==> config.mk <==
export PLATFORM = sky130hd
export DESIGN_NAME = qspi_xip_reader
export DESIGN_NICKNAME = d
export VERILOG_FILES = /design/src/rtl/qspi_pkg.sv /design/src/rtl/qspi_sck_gen.sv /design/src/rtl/qspi_xip_reader.sv
export SDC_FILE = /design/constraint.sdc
export NUM_CORES = 1
export LEC_CHECK = 0
export CORE_ASPECT_RATIO = 1.2
export CORE_MARGIN = 2
export CORE_UTILIZATION = 50
export DETAILED_ROUTE_END_ITERATION = 10
export GPL_TIMING_DRIVEN = 0
export PLACE_DENSITY = 0.72
export SLEW_MARGIN = 40
export SYNTH_ARGS = -nofsm -noshare
export SYNTH_HDL_FRONTEND = slang
export SYNTH_HIERARCHICAL = 1
export SYNTH_SLANG_ARGS = --single-unit
==> constraint.sdc <==
create_clock -name iCLK -period 4.13 [get_ports iCLK]
set_input_delay 0.826 -clock iCLK [delete_from_list [all_inputs] [get_ports iCLK]]
set_output_delay 0.826 -clock iCLK [all_outputs]
set_load 0.05 [all_outputs]
==> src/rtl/qspi_pkg.sv <==
// Shared definitions for the Q-SPI execute-in-place reader.
// Holds the FSM states, opcode and mode constants, phase lengths and helper functions.
package qspi_pkg;

    typedef enum logic [2:0] {
        ST_IDLE  = 3'd0,
        ST_CMD   = 3'd1,
        ST_ADDR  = 3'd2,
        ST_MODE  = 3'd3,
        ST_DUMMY = 3'd4,
        ST_DATA  = 3'd5,
        ST_CSHI  = 3'd6
    } state_e;

    localparam logic [7:0] CMD_QUAD_READ = 8'hEB;
    localparam logic [7:0] MODE_BYTE     = 8'hFF;

    localparam logic [7:0] CMD_CLKS  = 8'd8;
    localparam logic [7:0] ADDR_CLKS = 8'd6;
    localparam logic [7:0] MODE_CLKS = 8'd2;
    localparam logic [7:0] DATA_CLKS = 8'd8;

    // WP/HOLD high on IO3/IO2 whenever the bus is not in a quad phase.
    localparam logic [3:0] IO_IDLE     = 4'b1100;
    localparam logic [3:0] OE_CMD      = 4'b1101;
    localparam logic [3:0] OE_QUAD_OUT = 4'b1111;
    localparam logic [3:0] OE_QUAD_IN  = 4'b0000;

    function automatic logic [23:0] flash_addr(input logic [23:0] addr, input logic [23:0] base);
        return {addr[23:2], 2'b00} + base;
    endfunction

    // The first byte off the wire is the least significant byte of the word.
    function automatic logic [31:0] stream_to_word(input logic [31:0] stream);
        return {stream[7:0], stream[15:8], stream[23:16], stream[31:24]};
    endfunction

endpackage

==> src/rtl/qspi_sck_gen.sv <==
// SPI mode-0 serial clock generator: SCK toggles every HALF_PERIOD cycles while enabled
// and idles low; rise/fall flag the clock edge on which SCK will change.
module qspi_sck_gen #(
    parameter int HALF_PERIOD = 1
) (
    input  logic clk,
    input  logic rst_n,
    input  logic en,
    output logic sck,
    output logic rise,
    output logic fall
);

    localparam int CW = (HALF_PERIOD > 1) ? $clog2(HALF_PERIOD) : 1;
    localparam logic [CW-1:0] CNT_LAST = CW'(HALF_PERIOD - 1);

    logic [CW-1:0] cnt_q, cnt_d;
    logic          sck_q, sck_d;
    logic          edge_s;

    // Half-period counter and SCK toggle.
    always_comb begin
        edge_s = en && (cnt_q == CNT_LAST);
        if (!en) begin
            cnt_d = {CW{1'b0}};
            sck_d = 1'b0;
        end else if (edge_s) begin
            cnt_d = {CW{1'b0}};
            sck_d = ~sck_q;
        end else begin
            cnt_d = cnt_q + CW'(1);
            sck_d = sck_q;
        end
    end

    // SCK state register.
    always_ff @(posedge clk or negedge rst_n) begin
        if (!rst_n) begin
            cnt_q <= {CW{1'b0}};
            sck_q <= 1'b0;
        end else begin
            cnt_q <= cnt_d;
            sck_q <= sck_d;
        end
    end

    assign sck  = sck_q;
    assign rise = edge_s && !sck_q;
    assign fall = edge_s && sck_q;

endmodule

==> src/rtl/qspi_xip_reader.sv <==
// Instruction-fetch responder: serves 32-bit words from a one-word buffer and refills it
// on a miss with a Fast Read Quad I/O (0xEB) transaction to the configuration flash.
module qspi_xip_reader
    import qspi_pkg::*;
#(
    parameter int          HALF_PERIOD    = 1,
    parameter logic [23:0] BASE_OFFSET    = 24'h080000,
    parameter int          CS_HIGH_CYCLES = 4,
    parameter int          DUMMY_CLKS     = 4
) (
    input  logic        iCLK,
    input  logic        iRESETn,
    input  logic [31:0] iADDR,
    output logic [31:0] oDATA,
    output logic        oSTALL,
    output logic        oFLASH_SCK,
    output logic        oFLASH_CS,
    output logic [3:0]  oIO_OUT,
    output logic [3:0]  oIO_OE,
    input  logic [3:0]  iIO_IN
);

    localparam logic [7:0] DUMMY_LEN = 8'(DUMMY_CLKS);
    localparam logic [7:0] CSHI_LAST = 8'(CS_HIGH_CYCLES - 1);

    state_e      state_q, state_d;
    logic        pend_q, pend_d;
    logic [21:0] ptag_q, ptag_d;
    logic [21:0] tag_q, tag_d;
    logic [23:0] fa_q, fa_d;
    logic        valid_q, valid_d;
    logic [31:0] data_q, data_d;
    logic [31:0] sh_q, sh_d;
    logic        cs_q, cs_d;
    logic [3:0]  io_out_q, io_out_d;
    logic [3:0]  io_oe_q, io_oe_d;
    logic [7:0]  cnt_q, cnt_d;
    logic [7:0]  hold_q, hold_d;

    logic        sck_s, rise_s, fall_s, hit_s;
    logic [7:0]  plen_s;
    logic        unused_addr_s;

    qspi_sck_gen #(
        .HALF_PERIOD (HALF_PERIOD)
    ) u_sck_gen (
        .clk   (iCLK),
        .rst_n (iRESETn),
        .en    (~cs_q),
        .sck   (sck_s),
        .rise  (rise_s),
        .fall  (fall_s)
    );

    assign hit_s         = valid_q && (tag_q == iADDR[23:2]);
    assign unused_addr_s = ^{iADDR[31:24], iADDR[1:0]};

    // SCK cycles in the current phase.
    always_comb begin
        case (state_q)
            ST_CMD:   plen_s = CMD_CLKS;
            ST_ADDR:  plen_s = ADDR_CLKS;
            ST_MODE:  plen_s = MODE_CLKS;
            ST_DUMMY: plen_s = DUMMY_LEN;
            ST_DATA:  plen_s = DATA_CLKS;
            default:  plen_s = 8'd0;
        endcase
    end

    // Transaction sequencer and nibble shifter.
    always_comb begin
        state_d  = state_q;
        pend_d   = pend_q;
        ptag_d   = ptag_q;
        tag_d    = tag_q;
        fa_d     = fa_q;
        valid_d  = valid_q;
        data_d   = data_q;
        sh_d     = sh_q;
        cs_d     = cs_q;
        io_out_d = io_out_q;
        io_oe_d  = io_oe_q;
        cnt_d    = cnt_q;
        hold_d   = hold_q;
        case (state_q)
            ST_IDLE: begin
                // Once latched the fetch is committed, even if iADDR moves on.
                if (pend_q) begin
                    pend_d   = 1'b0;
                    cs_d     = 1'b0;
                    state_d  = ST_CMD;
                    cnt_d    = 8'd0;
                    sh_d     = {CMD_QUAD_READ, 24'h000000};
                    io_oe_d  = OE_CMD;
                    io_out_d = {3'b110, CMD_QUAD_READ[7]};
                end else if (!hit_s) begin
                    pend_d = 1'b1;
                    ptag_d = iADDR[23:2];
                    fa_d   = flash_addr(iADDR[23:0], BASE_OFFSET);
                end else begin
                    pend_d = 1'b0;
                end
            end
            ST_CMD, ST_ADDR, ST_MODE, ST_DUMMY, ST_DATA: begin
                if (rise_s) begin
                    cnt_d = cnt_q + 8'd1;
                    sh_d  = (state_q == ST_DATA) ? {sh_q[27:0], iIO_IN} : sh_q;
                end else if (fall_s) begin
                    if (cnt_q == plen_s) begin
                        cnt_d = 8'd0;
                        case (state_q)
                            ST_CMD: begin
                                state_d  = ST_ADDR;
                                sh_d     = {fa_q, 8'h00};
                                io_out_d = fa_q[23:20];
                                io_oe_d  = OE_QUAD_OUT;
                            end
                            ST_ADDR: begin
                                state_d  = ST_MODE;
                                sh_d     = {MODE_BYTE, 24'h000000};
                                io_out_d = MODE_BYTE[7:4];
                                io_oe_d  = OE_QUAD_OUT;
                            end
                            ST_MODE: begin
                                state_d  = (DUMMY_LEN == 8'd0) ? ST_DATA : ST_DUMMY;
                                io_out_d = IO_IDLE;
                                io_oe_d  = OE_QUAD_IN;
                            end
                            ST_DUMMY: begin
                                state_d = ST_DATA;
                            end
                            ST_DATA: begin
                                data_d   = stream_to_word(sh_q);
                                tag_d    = ptag_q;
                                valid_d  = 1'b1;
                                cs_d     = 1'b1;
                                io_out_d = IO_IDLE;
                                io_oe_d  = IO_IDLE;
                                hold_d   = 8'd0;
                                state_d  = ST_CSHI;
                            end
                            default: begin
                                state_d = ST_IDLE;
                            end
                        endcase
                    end else begin
                        case (state_q)
                            ST_CMD: begin
                                sh_d     = sh_q << 1;
                                io_out_d = {3'b110, sh_q[30]};
                            end
                            ST_ADDR, ST_MODE: begin
                                sh_d     = sh_q << 4;
                                io_out_d = sh_q[27:24];
                            end
                            default: begin
                                sh_d = sh_q;
                            end
                        endcase
                    end
                end else begin
                    cnt_d = cnt_q;
                end
            end
            ST_CSHI: begin
                if (hold_q == CSHI_LAST) begin
                    state_d = ST_IDLE;
                end else begin
                    hold_d = hold_q + 8'd1;
                end
            end
            default: begin
                state_d = ST_IDLE;
            end
        endcase
    end

    // State, buffer and pin registers.
    always_ff @(posedge iCLK or negedge iRESETn) begin
        if (!iRESETn) begin
            state_q  <= ST_IDLE;
            pend_q   <= 1'b0;
            ptag_q   <= 22'd0;
            tag_q    <= 22'd0;
            fa_q     <= 24'd0;
            valid_q  <= 1'b0;
            data_q   <= 32'd0;
            sh_q     <= 32'd0;
            cs_q     <= 1'b1;
            io_out_q <= IO_IDLE;
            io_oe_q  <= IO_IDLE;
            cnt_q    <= 8'd0;
            hold_q   <= 8'd0;
        end else begin
            state_q  <= state_d;
            pend_q   <= pend_d;
            ptag_q   <= ptag_d;
            tag_q    <= tag_d;
            fa_q     <= fa_d;
            valid_q  <= valid_d;
            data_q   <= data_d;
            sh_q     <= sh_d;
            cs_q     <= cs_d;
            io_out_q <= io_out_d;
            io_oe_q  <= io_oe_d;
            cnt_q    <= cnt_d;
            hold_q   <= hold_d;
        end
    end

    assign oSTALL     = ~hit_s;
    assign oDATA      = data_q;
    assign oFLASH_CS  = cs_q;
    assign oFLASH_SCK = sck_s;
    assign oIO_OUT    = io_out_q;
    assign oIO_OE     = io_oe_q;

endmodule

==> impl_summary.txt <==
----------------------------------------------------
[Timing]
  Final hold viol count ... 0
  Maximum clock rate ... 263 MHz
  Minimum clock period ... 3.81 ns
  Setup repair after global routing missed its margin ... no
  Number of max-slew violations in the final report ... 0
  Max-Slew Margin vs Limit ... 51.5%
  Final cycle utilization of the critical path ... 92.2%
  Maximum clock skew at final layout ... 0.0100 ns
  Final setup violation count ... 0
  Actual slew at the worst max-slew pin ... 0.724 ns

[Synthesis]
  Number of distinct library cell variants in the gate-level netlist after synthesis ... 72
  Share of synthesized flip-flops with an asynchronous set or reset ... 100%
  Synthesized area ... 7160 µm²
  Total of warnings raised by yosys ... 6
  Fraction of the mapped netlist area in simple logic gates ... 16.2%
  Post-Synth XOR/XNOR Area ... 3.67%
  Main combinational cell family by area after synthesis ... simple AND/OR/NAND/NOR gates
  Sequential element share of the synthesized area ... 50.4%
  Multiplexer share of the synthesized area ... 10.4%
  Ys flop type ... dfrtp_1
  Synthesized-area fraction occupied by ao, oa, aoi and oai cells ... 14.1%
  EDFF count, synth ... 0
  Net count of the mapped netlist ... 708
  Adder-cell share of the synthesized area ... 0.524%
  Flop and latch count out of synthesis ... 144
  Instance count of the mapped netlist ... 667
  Average instance area after synthesis ... 10.7 µm²

[Worst setup path]
  Endpoint required time on the critical path ... 3.30 ns
  Highest-delay cell along the critical path ... clkdlybuf4s50_1
  WP data arrival ... 2.98 ns
  Critical Path Max Stage Delay ... 0.74 ns
  CP Buf/Inv Count ... 2
  Setup crit start kind ... input pin
  Cells along the critical path ... clkdlybuf4s50_1 > xnor2_1 > nand3_1 > nor4_1 > nand3_1 > clkdlybuf4s50_1
  Cell family with most CP delay ... buffers and inverters
  Critical Setup Path Class ... in2out
  Crit path max fanout ... 4
  Critical Path End Type ... primary output

[Layout]
  Share of post-route cells with drive strength above 1 ... 19.5%
  Most common cell after layout, fill and taps aside ... dfrtp_1
  Most used cells in the layout excluding fill and tap cells ... dfrtp_1, nand2_1, clkdlybuf4s50_1, mux2_2, o21ai_0
  Final cell count without fillers ... 942
  Count of inserted antenna diode cells ... 0
  Layout overhead on the synthesized area ... 21.7%
  Area of all placed cells without fillers ... 8720 µm²
  Nets ... 799

[Clocking]
  Clk Tree Root Cell ... clkbuf_16
  CTS H-Tree Depth ... 4
  Register clock-pin slew on the reported worst setup and hold paths ... 0.06 ns
  TritonCTS buffer count ... 17
  CTS tree ... built
  Post-cts repair resize count ... 0
  Setup Buffers After CTS ... 0
  Sink Count ... 144
  Number of buffers between clock root and the deepest sink ... 2
  Hold bufs inserted after CTS ... 0
  Clock insertion delay at the later pin of the skew report ... 0.43 ns

[Floorplan]
  Die width ... 113 µm
  Initial cell density of the core ... 51.6%
  Die span in y ... 135 µm
  Count of standard-cell rows ... 47
  Area of the core ... 13,900 µm²
  IO Pins ... 81
  Die footprint ... 15,300 µm²

[Route]
  Number of optimization iterations in the first detailed-route pass ... 8
  Violation count after the first detailed-routing iteration ... 369
  Final ANT Viol Nets ... 0
  Post-DR wirelength/cell ... 19.5 µm
  Total via count after detailed routing ... 5,659
  DR vias/cell ... 6.01
  Post-route DRC ... 4
  Detailed-route wire length ... 18,300 µm

[Place]
  Placed cell count ... 910
  Post-DP Area ... 8140 µm²
  HPWL after DPL ... 13,300 µm
  Port-buffer cells ... 70
  Last weighted congestion value of the routability-driven placer ... 0.888

[GRT]
  Initial antenna violation count ... 0
  First-pass GRT wire length ... 30,400 µm
  Overall global routing resource usage ... 25.4%
  Vias in the first global route ... 5,785
  Total overflow reported by the global router ... 0
  Largest net degree at the start of global routing ... 62

[Power and ir drop]
  Power density of the placed cells ... 732 nW/µm²
  Static Leak ... 3.89 nW
  Worst voltage drop across the vdd grid ... 0.000377 V

[Run]
  Max-cap check violation count ... 0

[Status]
  Run status ... finished with violations
  Violated checks ... design-rule violations

[Worst hold path]
  Class of the tightest hold or removal check ... in2async

----------------------------------------------------
path summary, 6_finish.rpt:
kind	end	slack, ns	depth (start not counted)	startpoint
worst min register to register	oIO_OE[2]$_DFFE_PN1P_	0.47	2	oIO_OE[2]$_DFFE_PN1P_
worst min-delay path	cnt_q[1]$_DFFE_PN0P_	0.26	1	iRESETn
min in group iCLK	oIO_OE[2]$_DFFE_PN1P_	0.47	2	oIO_OE[2]$_DFFE_PN1P_
max in group asynchronous	tag_q[10]$_DFFE_PN0P_	3.30	2	iRESETn
worst max register to register	sh_q[5]$_DFFE_PN0P_	1.48	10	oFLASH_CS$_DFFE_PN1P_
worst max-delay path	oSTALL	0.32	6	iADDR[22]
where the power goes:
group          leakage (nW)  total, W  switching, W  internal (W)
clock network         0.281   0.00152      0.000617      0.000908
logic                  1.74   0.00266       0.00155       0.00111
registers              1.87   0.00220      0.000411       0.00179
cell type report:
type / count / area (µm²)
Multi-Input combinational cell: 478 / 3220
Inverter: 9 / 33.8
Buffer: 36 / 304
Clock inverter: 12 / 134
Clock buffer: 20 / 447
Tap cell: 171 / 214
Fill cell: 1165 / 5160
Sequential cell: 144 / 3610
Timing Repair Buffer: 72 / 761
synthesized netlist by cell type, drive strengths merged (4+ instances only):
cell | n | share of area, %
a31oi | 6 | 0.82
o211a | 4 | 0.56
nand2b | 4 | 0.35
a21oi | 14 | 1.1
dfstp | 4 | 1.5
or2 | 5 | 0.47
a22oi | 11 | 1.2
xnor2 | 20 | 2.4
nor2b | 14 | 1.2
inv | 9 | 0.47
nand3 | 14 | 1.0
mux2 | 60 | 9.4
xor2 | 10 | 1.2
clkbuf | 11 | 1.6
nor2 | 30 | 1.6
o31ai | 19 | 2.0
and3 | 11 | 1.1
nand2 | 117 | 6.2
mux2i | 7 | 0.98
o21ai | 42 | 2.9
nor3 | 14 | 1.1
nand4 | 10 | 0.87
nor4 | 5 | 0.44
o32ai | 17 | 2.1
a2bb2oi | 4 | 0.49
buf | 25 | 2.7
dfrtp | 140 | 49
cell families after synthesis:
kind of cell               Yosys count
xor gates and xnor gates            30
and+or+nand+nor                    239
muxes                               67
other                                1
buffers and inverters               45
DFF                                144
AOI/OAI and AO/OA                  138
adders and majority gates            3
routing by layer:
layer / track usage (%) / share of wire [%] / vias up
li1: - / - / 2584
met1: 32.6 / 42 / 2864
met3: 4.71 / 4.1 / 35
met4: 10.2 / 2.5 / 0
met5: 0 / 0 / -
met2: 42.8 / 51 / 176
state kept, by name (all words and copies together), names as in the netlist:
name,count
ptag_q,22
u_sck_gen/sck,1
tag_q,22
oIO_OE,3
oIO_OUT,4
pend_q,1
hold_q,8
cnt_q,8
sh_q,32
oFLASH_CS,1
valid_q,1
u_sck_gen/cnt_q,1
oDATA,32
state_q,3
fa_q,5
stage by stage:
stage	worst slack, ns	TNS [ns]	power (W)	hold WS, ns	utilization, %
5_1_grt	0.161	0	0.00673	0.263	62.8
6_report	0.322	0	0.00638	0.258	62.8
2_1_floorplan	1.33	0	0.00405	0.434	-
4_1_cts	0.279	0	0.00637	0.260	62.8
3_3_place_gp	-3.38	-477.72	0.00476	0.455	58.2
3_5_place_dp	0.329	0	0.00484	0.452	58.6
No activity file was read; power rests on OpenSTA's default activity.
